$ cat config.mk
export PLATFORM = sky130hd
export DESIGN_NAME = data_unpack_flat
export DESIGN_NICKNAME = d
export VERILOG_FILES = /design/src/rtl/data_unpack_if.sv /design/src/rtl/data_unpack.sv /design/src/flat_wrapper.sv
export SDC_FILE = /design/constraint.sdc
export NUM_CORES = 1
export LEC_CHECK = 0
export CAP_MARGIN = 20
export CORE_MARGIN = 1
export CORE_UTILIZATION = 35
export CTS_CLUSTER_SIZE = 40
export DETAILED_ROUTE_END_ITERATION = 12
export GPL_TIMING_DRIVEN = 0
export PLACE_DENSITY = 0.57
export SLEW_MARGIN = 20
export SYNTH_ARGS = -nofsm -noshare
export SYNTH_HDL_FRONTEND = slang
export SYNTH_SLANG_ARGS = --single-unit
$ cat constraint.sdc
create_clock -name clk -period 5.7 [get_ports clk]
set_input_delay 0.855 -clock clk [delete_from_list [all_inputs] [get_ports clk]]
set_output_delay 0.855 -clock clk [all_outputs]
set_load 0.05 [all_outputs]
$ cat src/rtl/data_unpack_if.sv
// -----------------------------------------------------------------------------
// data_unpack_if
// Purpose : groups the BRAM read-return, flush, pixel handshake and status
//           signals of data_unpack into one bundle.
// Signals : i_rden / i_data      - read enable and returned BRAM word
//           i_flush              - end-of-line flush
//           o_stall              - back-pressure to the read-request stage
//           o_pixel / o_pixel_vld / i_pixel_rdy - unpacked pixel handshake
//           o_err                - sticky error flag
//           dbg_unpack_pix_cnt   - accepted pixel counter
// Modports: slave  - the data_unpack block
//           master - the request stage / consumer side (or a testbench)
// -----------------------------------------------------------------------------
interface data_unpack_if #(
  parameter int DATA_WIDTH  = 32,
  parameter int PIXEL_WIDTH = 24,
  parameter int REG_WIDTH   = 32
);
  logic                   i_rden;
  logic [DATA_WIDTH-1:0]  i_data;
  logic                   i_flush;
  logic                   o_stall;
  logic [PIXEL_WIDTH-1:0] o_pixel;
  logic                   o_pixel_vld;
  logic                   i_pixel_rdy;
  logic                   o_err;
  logic [REG_WIDTH-1:0]   dbg_unpack_pix_cnt;

  modport slave (
    input  i_rden, i_data, i_flush, i_pixel_rdy,
    output o_stall, o_pixel, o_pixel_vld, o_err, dbg_unpack_pix_cnt
  );

  modport master (
    output i_rden, i_data, i_flush, i_pixel_rdy,
    input  o_stall, o_pixel, o_pixel_vld, o_err, dbg_unpack_pix_cnt
  );
endinterface

$ cat src/rtl/data_unpack.sv
// -----------------------------------------------------------------------------
// data_unpack
// Purpose : captures BRAM read data, buffers it in a small word FIFO and
//           unpacks each group of 3 packed 32-bit words into 4 24-bit pixels.
//           Drives o_stall so the request stage never overflows the FIFO.
// Ports   : clk  - system clock
//           rst  - asynchronous, active-high reset
//           bus  - data_unpack_if.slave (read return, flush, pixel handshake,
//                  stall, sticky error, debug pixel counter)
// Config  : DATA_UNPACK_CNT_EN - when defined, dbg_unpack_pix_cnt counts
//           accepted pixels; otherwise it is tied to 0.
//
// state | meaning
// S0    | byte phase 0: next pixel = word[23:0]
// S1    | byte phase 1: next pixel = {word[15:0], res[7:0]}
// S2    | byte phase 2: next pixel = {word[7:0], res[15:0]}
// S3    | byte phase 3: next pixel = res[23:0], no word needed
// -----------------------------------------------------------------------------
module data_unpack #(
  parameter int DATA_WIDTH  = 32,
  parameter int PIXEL_WIDTH = 24,
  parameter int RD_LATENCY  = 1,
  parameter int FIFO_DEPTH  = 8,
  parameter int FIFO_AW     = 3,
  parameter int REG_WIDTH   = 32
) (
  input logic        clk,
  input logic        rst,
  data_unpack_if.slave bus
);

  localparam int CW = FIFO_AW + 2;
  localparam logic [FIFO_AW:0]   CNT_ONE  = (FIFO_AW+1)'(1);
  localparam logic [FIFO_AW:0]   FULL_CNT = (FIFO_AW+1)'(FIFO_DEPTH);
  localparam logic [FIFO_AW-1:0] PTR_ONE  = FIFO_AW'(1);
  localparam logic [CW-1:0]      STALL_TH = CW'(FIFO_DEPTH - 1);

  typedef enum logic [1:0] {S0, S1, S2, S3} state_t;

  // read-valid pipeline
  logic [RD_LATENCY-1:0] vld_q, vld_d;
  logic [RD_LATENCY:0]   vld_sh;
  logic [CW-1:0]         inflight;
  logic                  tap;

  // word FIFO
  logic [DATA_WIDTH-1:0] mem_q [FIFO_DEPTH];
  logic [FIFO_AW-1:0]    wr_ptr_q, wr_ptr_d, rd_ptr_q, rd_ptr_d;
  logic [FIFO_AW:0]      cnt_q, cnt_d;
  logic                  full, empty, push, do_push, drop, pop;
  logic [DATA_WIDTH-1:0] head;

  // unpack FSM and output register
  state_t                 state_q, state_d;
  logic [23:0]            res_q, res_d;
  logic [PIXEL_WIDTH-1:0] pix_q, pix_d;
  logic                   pvld_q, pvld_d;
  logic                   err_q, err_d;
  logic                   avail;

  assign tap    = vld_q[RD_LATENCY-1];
  assign vld_sh = {vld_q, bus.i_rden};

  always_comb begin
    inflight = '0;
    for (int i = 0; i < RD_LATENCY; i++)
      inflight = inflight + {{(CW-1){1'b0}}, vld_q[i]};
  end

  assign full  = (cnt_q == FULL_CNT);
  assign empty = (cnt_q == '0);
  assign head  = mem_q[rd_ptr_q];
  assign avail = (state_q == S3) || !empty;

  // Words already requested count against the FIFO, so a read issued in the
  // same cycle stall rises still has a slot.
  assign bus.o_stall = (({1'b0, cnt_q} + inflight) >= STALL_TH);

  always_comb begin
    state_d = state_q;
    res_d   = res_q;
    pix_d   = pix_q;
    pvld_d  = pvld_q;
    pop     = 1'b0;
    if (bus.i_flush) begin
      // Output register keeps its pixel; only the handshake may complete.
      state_d = S0;
      res_d   = '0;
      if (bus.i_pixel_rdy) pvld_d = 1'b0;
    end else if ((!pvld_q || bus.i_pixel_rdy) && avail) begin
      pvld_d = 1'b1;
      case (state_q)
        S0: begin
          pix_d   = head[23:0];
          res_d   = {16'h0, head[31:24]};
          pop     = 1'b1;
          state_d = S1;
        end
        S1: begin
          pix_d   = {head[15:0], res_q[7:0]};
          res_d   = {8'h0, head[31:16]};
          pop     = 1'b1;
          state_d = S2;
        end
        S2: begin
          pix_d   = {head[7:0], res_q[15:0]};
          res_d   = head[31:8];
          pop     = 1'b1;
          state_d = S3;
        end
        default: begin
          pix_d   = res_q;
          res_d   = '0;
          state_d = S0;
        end
      endcase
    end else if (bus.i_pixel_rdy) begin
      pvld_d = 1'b0;
    end
  end

  always_comb begin
    push     = tap && !bus.i_flush;
    drop     = push && full && !pop;
    do_push  = push && !drop;
    vld_d    = bus.i_flush ? '0 : vld_sh[RD_LATENCY-1:0];
    wr_ptr_d = wr_ptr_q;
    rd_ptr_d = rd_ptr_q;
    cnt_d    = cnt_q;
    if (bus.i_flush) begin
      wr_ptr_d = '0;
      rd_ptr_d = '0;
      cnt_d    = '0;
    end else begin
      if (do_push) wr_ptr_d = wr_ptr_q + PTR_ONE;
      if (pop)     rd_ptr_d = rd_ptr_q + PTR_ONE;
      case ({do_push, pop})
        2'b10:   cnt_d = cnt_q + CNT_ONE;
        2'b01:   cnt_d = cnt_q - CNT_ONE;
        default: cnt_d = cnt_q;
      endcase
    end
    err_d = err_q || drop ||
            (bus.i_flush && (!empty || (inflight != '0) || (state_q != S0)));
  end

  // Storage needs no reset: occupancy is tracked by cnt_q.
  always_ff @(posedge clk) begin
    if (do_push) mem_q[wr_ptr_q] <= bus.i_data;
  end

  always_ff @(posedge clk or posedge rst) begin
    if (rst) begin
      vld_q    <= '0;
      wr_ptr_q <= '0;
      rd_ptr_q <= '0;
      cnt_q    <= '0;
      state_q  <= S0;
      res_q    <= '0;
      pix_q    <= '0;
      pvld_q   <= 1'b0;
      err_q    <= 1'b0;
    end else begin
      vld_q    <= vld_d;
      wr_ptr_q <= wr_ptr_d;
      rd_ptr_q <= rd_ptr_d;
      cnt_q    <= cnt_d;
      state_q  <= state_d;
      res_q    <= res_d;
      pix_q    <= pix_d;
      pvld_q   <= pvld_d;
      err_q    <= err_d;
    end
  end

  assign bus.o_pixel     = pix_q;
  assign bus.o_pixel_vld = pvld_q;
  assign bus.o_err       = err_q;

`ifdef DATA_UNPACK_CNT_EN
  logic [REG_WIDTH-1:0] pix_cnt_q, pix_cnt_d;

  assign pix_cnt_d = (pvld_q && bus.i_pixel_rdy) ? pix_cnt_q + REG_WIDTH'(1) : pix_cnt_q;

  always_ff @(posedge clk or posedge rst) begin
    if (rst) pix_cnt_q <= '0;
    else     pix_cnt_q <= pix_cnt_d;
  end

  assign bus.dbg_unpack_pix_cnt = pix_cnt_q;
`else
  assign bus.dbg_unpack_pix_cnt = '0;
`endif

endmodule

$ cat src/flat_wrapper.sv
// flat-port wrapper written by rule: the top's interface ports become plain ports
module data_unpack_flat 
#(
  parameter int DATA_WIDTH  = 32,
  parameter int PIXEL_WIDTH = 24,
  parameter int RD_LATENCY  = 1,
  parameter int FIFO_DEPTH  = 8,
  parameter int FIFO_AW     = 3,
  parameter int REG_WIDTH   = 32
)
  (clk, rst, bus_i_rden, bus_i_data, bus_i_flush, bus_i_pixel_rdy, bus_o_stall, bus_o_pixel, bus_o_pixel_vld, bus_o_err, bus_dbg_unpack_pix_cnt);
  data_unpack_if #(.DATA_WIDTH(DATA_WIDTH), .PIXEL_WIDTH(PIXEL_WIDTH), .REG_WIDTH(REG_WIDTH)) bus_i ();
  input logic clk;
  input logic rst;
  input wire logic [$bits(bus_i.i_rden)-1:0] bus_i_rden;
  input wire logic [$bits(bus_i.i_data)-1:0] bus_i_data;
  input wire logic [$bits(bus_i.i_flush)-1:0] bus_i_flush;
  input wire logic [$bits(bus_i.i_pixel_rdy)-1:0] bus_i_pixel_rdy;
  output wire logic [$bits(bus_i.o_stall)-1:0] bus_o_stall;
  output wire logic [$bits(bus_i.o_pixel)-1:0] bus_o_pixel;
  output wire logic [$bits(bus_i.o_pixel_vld)-1:0] bus_o_pixel_vld;
  output wire logic [$bits(bus_i.o_err)-1:0] bus_o_err;
  output wire logic [$bits(bus_i.dbg_unpack_pix_cnt)-1:0] bus_dbg_unpack_pix_cnt;
  assign bus_i.i_rden = bus_i_rden;
  assign bus_i.i_data = bus_i_data;
  assign bus_i.i_flush = bus_i_flush;
  assign bus_i.i_pixel_rdy = bus_i_pixel_rdy;
  assign bus_o_stall = bus_i.o_stall;
  assign bus_o_pixel = bus_i.o_pixel;
  assign bus_o_pixel_vld = bus_i.o_pixel_vld;
  assign bus_o_err = bus_i.o_err;
  assign bus_dbg_unpack_pix_cnt = bus_i.dbg_unpack_pix_cnt;
  data_unpack #(.DATA_WIDTH(DATA_WIDTH), .PIXEL_WIDTH(PIXEL_WIDTH), .RD_LATENCY(RD_LATENCY), .FIFO_DEPTH(FIFO_DEPTH), .FIFO_AW(FIFO_AW), .REG_WIDTH(REG_WIDTH)) u_core (.clk(clk), .rst(rst), .bus(bus_i));
endmodule
==> results of run 1 <==
[final timing paths]
| check | to | slack [ns] | cells after the start |
|---|---|---|---|
| setup reg to reg | u_core.mem_q[1][1]$_DFFE_PP_ | 2.41 | 8 |
| setup / recovery | bus_o_stall | 2.05 | 7 |
| min in group asynchronous | u_core.bus.o_pixel[5]$_DFFE_PP0P_ | 0.62 | 2 |
| hold reg to reg | u_core.bus.o_err$_DFF_PP0_ | 0.47 | 1 |
| hold / removal | u_core.bus.o_err$_DFF_PP0_ | 0.47 | 1 |
| max in group asynchronous | u_core.res_q[3]$_DFFE_PP0P_ | 4.56 | 3 |
[cell type report]
cell class                 count  area (µm²)
tap                          511         639
timing repair buffer          93         903
sequential                   319        9260
clock inverter                10         105
inverter                       9        36.3
clock buffer                  52        1020
multi-input combinational    453        3700
buffer                        76         505
fill                        3376       21400
[stage by stage]
step	setup TNS [ns]	setup slack [ns]	cell area (µm²)
after floorplan	0	0.567	13500
after global placement	-359.09	-3.66	14700
after detailed placement	0	1.87	15000
after CTS	0	2.01	16200
after global routing	0	1.90	16200
final	0	2.05	16200
[registers in the layout, indices dropped and copies added (netlist names)]
name	cells
u_core.mem_q	256
u_core.bus.o_pixel	24
u_core.res_q	24
u_core.cnt_q	4
u_core.rd_ptr_q	3
u_core.wr_ptr_q	3
u_core.state_q	2
u_core.bus.o_err	1
u_core.bus.o_pixel_vld	1
u_core.tap	1
[layout by cell type, fill, tap and decap left out, types with 5 or more instances in the layout]
cell type / count
nand2b_1: 8
clkbuf_16: 37
mux4_2: 21
a22oi_1: 24
o221ai_1: 5
nand3b_1: 8
edfxtp_1: 256
inv_1: 8
o21ai_0: 37
nand2_1: 42
nand3_1: 8
buf_2: 15
a221o_1: 6
a31oi_1: 11
a21oi_1: 12
conb_1: 32
clkbuf_1: 30
buf_6: 8
nor2_1: 35
mux2i_1: 74
o22ai_1: 14
mux2_2: 8
buf_4: 58
o2bb2ai_1: 5
nor2b_1: 8
dfrtp_1: 63
o22a_1: 8
clkdlybuf4s50_1: 62
a211oi_1: 5
mux4_1: 9
ha_1: 11
[power groups by stage]
stage	sequential, mW	combinational [mW]	clock (mW)
after global placement	2.88	2.33	0
final	2.84	2.37	2.21
after detailed placement	2.88	2.35	0
after floorplan	3.13	1.30	0
after CTS	2.84	2.37	2.25
after global routing	2.86	2.53	2.34
[layer usage]
layer	up-vias	track usage, %
met5	-	0.128
met4	2	5.74
met3	50	3.12
met2	281	26.3
met1	3855	24.3
li1	3505	-
[cell families (layout without fill, tap and decap cells)]
kind of cell    count (synthesis)  in the layout  synth area share, %
flops                         319            319                 69.5
compound gates                158            158                 8.47
simple gates                  134            134                 4.93
mux                           112            112                 11.5
buf+inv                        85            240                 4.04
fa+ha+maj                      12             12                 1.18
xor+xnor                        5              5                0.328
other cells                     1             32               0.0281
==> metrics.csv, run 1 <==
metric,value,unit
drt_iter0_markers,681,
die_area,0.0389,mm²
numPortBuffers,62,
ant_nets,0,
cts_inserted_buffers,36,
clk_latency,0.53,ns
pwr-share-clk,29.8,%
cpMostUsedCell,ha_1,
grt_pass1_vias,7551,
hold_viol_final,0,
core,0.0376,mm²
gp_congestion,0.919,
synthTopCellsByCount,"256 x edfxtp_1, 74 x mux2i_1, 63 x dfrtp_1, 42 x nand2_1, 39 x buf_4",
crit_family,buffers and inverters,
grt_overflow_total,0,
synth-seq-cells,319,
cp-end-kind,output pin,
synth_area,0.0133,mm²
intPower,4.88,mW
num_antenna_cells,0,
netlist.area_leader.share,57.6,%
crit_arrival,2.80,ns
cts_setup_buffers,0,
synth_area_leaders,"edfxtp_1 58%, dfrtp_1 12%, mux2i_1 5.6%, mux4_2 3.5%, buf_4 2.2%",
route.detailed.drc,0,
wl_met2,15000,µm
wl_met1,14800,µm
peakVddDrop,0.187,mV
combPwrFrac,32.0,%
setup_viol,0,
vias,7693,
period_minus_slack,3.65,ns
required,4.85,ns
antenna_found_initial,1,
cts_hold_buf,0,
path_class,reg2out,
placementRows,71,
cts.sinks,319,
p_switching,2.54,mW
cp_num_buf_inv,1,
synth_enable_flop_cells,256,
crit_start,u_core.cnt_q[0]$_DFFE_PP0P_,
htreeDepth,2,
drv_cap,0,
ctsResizeCount,0,
detail_route.wl_per_cell,21.5,µm
via_per_inst,5.05,
firstDrtPassIters,5,
start_util,35.5,%
grt_first_pass_wirelength,48900,µm
fin_util,43.0,%
hold_path_class,reg2reg,
synth-main-ff-cell,edfxtp_1,
maxSlewViolCount,0,
cp_max_fo,7,
nets,1037,
instances_no_fill,1523,
whs,0.472,ns
area_delta_synth_final,21.3,%
die_height,197,µm
io-pin-count,96,
design_power_total,7.42,mW
swShare,34.2,%
path_clk_slew,0.05,ns
clock_skew,0.0219,ns
syn_area_per_cell,16.1,µm²
top_layer_used,met5,
synth_cell_type_count,66,
relSlewSlack,37.3,%
wirelength,32700,µm
synth.most_common_cell,edfxtp_1,
cts_tree,yes,
dp_hpwl,22600,µm
syn_inst,826,
die_x,197,µm
grt_max_degree,50,
yosysSeqAreaShare,69.5,%
r2r-start,u_core.state_q[0]$_DFFE_PP0P_,
clk_path_buf_depth,3,
cp-start-kind,flop,
fmax,0.274,GHz
pwr-share-seq,38.3,%
yosysWarnings,0,
yosys.area.top_type,edfxtp_1,
hp-start,u_core.bus.o_err$_DFF_PP0_,
slowest_stage,clkdlybuf4s50_1,
track_usage,17.1,%
clock-root-buffer,clkbuf_16,
wl_met3,2020,µm
status,finished clean,
path_cells,ha_1 > ha_1 > nand2_1 > nand3b_1 > o21ai_0 > a21oi_1 > clkdlybuf4s50_1,
synthArstFlopShare,19.7,%
fin_crit_sh,64.1,%
dp.cells,1461,
worstMarginPinSlew,0.937,ns
max_stage_delay,0.82,ns
grt_setup_unrepaired,false,
p_per_area,459,mW/mm²
p_leak,5.61,nW
drive_gt1_share,18.2,%
Power figures use the tool's default switching activity.
==> run 2, diff against run 1 <==
--- a/config.mk
+++ b/config.mk
@@ -11,7 +11,7 @@
 export CTS_CLUSTER_SIZE = 40
 export DETAILED_ROUTE_END_ITERATION = 12
 export GPL_TIMING_DRIVEN = 0
-export PLACE_DENSITY = 0.57
+export PLACE_DENSITY = 0.59
 export SLEW_MARGIN = 20
 export SYNTH_ARGS = -nofsm -noshare
 export SYNTH_HDL_FRONTEND = slang
==> constraint.sdc (replaced) <==
create_clock -name clk -period 3.2 [get_ports clk]
set_input_delay 0.48 -clock clk [delete_from_list [all_inputs] [get_ports clk]]
set_output_delay 0.48 -clock clk [all_outputs]
set_load 0.05 [all_outputs]
==> metrics.csv, run 2 (synthesis results as in run 1) <==
metric,value,unit
rr_endpoint,u_core.cnt_q[3]$_DFFE_PP0P_,
io-pin-count,96,
dp.cells,1455,
period_minus_slack,2.98,ns
htreeDepth,2,
fin_util,43.1,%
worstMarginPinSlew,0.957,ns
grt_max_degree,49,
hold_viol_final,0,
clk_latency,0.52,ns
cts_tree,yes,
cts_inserted_buffers,34,
ff2ff_path_depth,10,
antenna_found_initial,1,
core,0.0376,mm²
layout_common_cells,"256 x edfxtp_1, 74 x mux2i_1, 63 x dfrtp_1",
clock-root-buffer,clkbuf_16,
p_per_area,815,mW/mm²
cts_hold_buf,0,
placementRows,71,
cts.sinks,319,
fmax,0.335,GHz
path_cells,ha_1 > clkbuf_1 > a2111oi_4 > nor2b_2 > ha_1 > a21o_1 > a21o_1 > and3_1 > nor4_1 > o21ai_1,
final_common_cell,edfxtp_1,
path_clk_slew,0.06,ns
wirelength,32500,µm
grt_pass1_vias,7623,
crit_arrival,3.35,ns
firstDrtPassIters,5,
dp_slack,-0.219,ns
vias,7724,
via_per_inst,5.08,
maxSlewViolCount,0,
rrSetupSlack,0.22,ns
setup_viol,0,
clk_path_buf_depth,3,
max_stage_delay,0.45,ns
ant_nets,0,
clock_skew,0.0184,ns
start_util,35.5,%
cp-start-kind,flop,
relSlewSlack,36.0,%
drive_gt1_share,18.0,%
drv_cap,0,
fillerInstances,3362,
track_usage,16.9,%
largest-register,u_core.mem_q,
status,finished clean,
die_x,197,µm
fin_crit_sh,93.3,%
cp_max_fo,10,
largest_register_ffs,256,
grt_setup_unrepaired,false,
num_antenna_cells,0,
hold_path_class,in2async,
die_height,197,µm
seq_area,0.00926,mm²
nets,1032,
required,3.57,ns
gp_congestion,0.934,
route.detailed.drc,0,
p_leak,5.58,nW
drt_iter0_markers,667,
numPortBuffers,62,
multi_input_area,0.00372,mm²
dp_hpwl,22200,µm
timing.final.ws_setup,0.216,ns
detail_route.wl_per_cell,21.4,µm
area_delta_synth_final,21.3,%
cp-end-kind,flop,
die_area,0.0389,mm²
grt_overflow_total,0,
path_class,reg2reg,
instances_no_fill,1519,
grt_first_pass_wirelength,48000,µm
r2r-start,u_core.state_q[0]$_DFFE_PP0P_,
peakVddDrop,0.383,mV
slowest_stage,a2111oi_4,
design_power_total,13.2,mW
run 2: layer usage:
| layer | track usage, % | share of wire, % |
|---|---|---|
| met1 | 23.2 | 44 |
| met4 | 5.48 | 2.6 |
| met3 | 3.60 | 6.6 |
| met5 | 0 | 0.040 |
| met2 | 26.6 | 47 |
run 2: critical path: cells and delay by family, from the launching register on:
| family | cells | cell delay (ns) |
|---|---|---|
| buf+inv | 1 | 0.23 |
| compound gates | 4 | 0.91 |
| flops | 1 | 0.44 |
| simple gates | 3 | 0.77 |
| fa+ha+maj | 2 | 0.49 |
run 2: layout make-up:
| cell class | instances | area share (%) |
|---|---|---|
| repair buffers | 90 | 5.69 |
| clock buffers | 43 | 5.60 |
| inverters | 9 | 0.224 |
| well taps | 511 | 3.95 |
| plain buffers | 76 | 3.12 |
| multi-input cells | 453 | 23.0 |
| clock inverters | 18 | 1.20 |
| flip-flops and latches | 319 | 57.2 |
run 2: worst max path at each step:
stage	slack [ns]	startpoint	to
floorplan	-0.87	u_core.bus.o_pixel_vld$_DFF_PP0_	u_core.mem_q[4][0]$_DFFE_PP_
global placement	-4.05	bus_i_pixel_rdy	u_core.mem_q[6][30]$_DFFE_PP_
detailed placement	-0.22	bus_i_pixel_rdy	u_core.cnt_q[3]$_DFFE_PP0P_
CTS	0.05	u_core.state_q[0]$_DFFE_PP0P_	u_core.cnt_q[3]$_DFFE_PP0P_
global route	0.002	u_core.state_q[0]$_DFFE_PP0P_	u_core.cnt_q[3]$_DFFE_PP0P_
finish	0.22	u_core.state_q[0]$_DFFE_PP0P_	u_core.cnt_q[3]$_DFFE_PP0P_
run 2: what timing repair did:
action                     4_1_cts  5_1_grt
setup endpoints to repair       11        1
setup buffers                    1        2
gates resized for setup          1        1
pin swaps                        2        1
run 2: power by group:
part / total, mW / switching (mW) / internal (mW) / leakage (nW)
clock network: 3.89 / 1.56 / 2.33 / 0.537
registers: 5.04 / 0.261 / 4.78 / 3.10
logic: 4.25 / 2.70 / 1.55 / 1.95
total: 13.2 / 4.52 / 8.66 / 5.58
run 2: metrics by stage:
stage / instance area, µm² / TNS (ns) / hold slack, ns
after floorplan: 13500 / -95.58 / 0.441
after global placement: 14700 / -705.45 / 0.457
after detailed placement: 15100 / -1.95 / 0.464
after CTS: 16200 / 0 / 0.258
after global routing: 16200 / 0 / 0.269
final: 16200 / 0 / 0.258
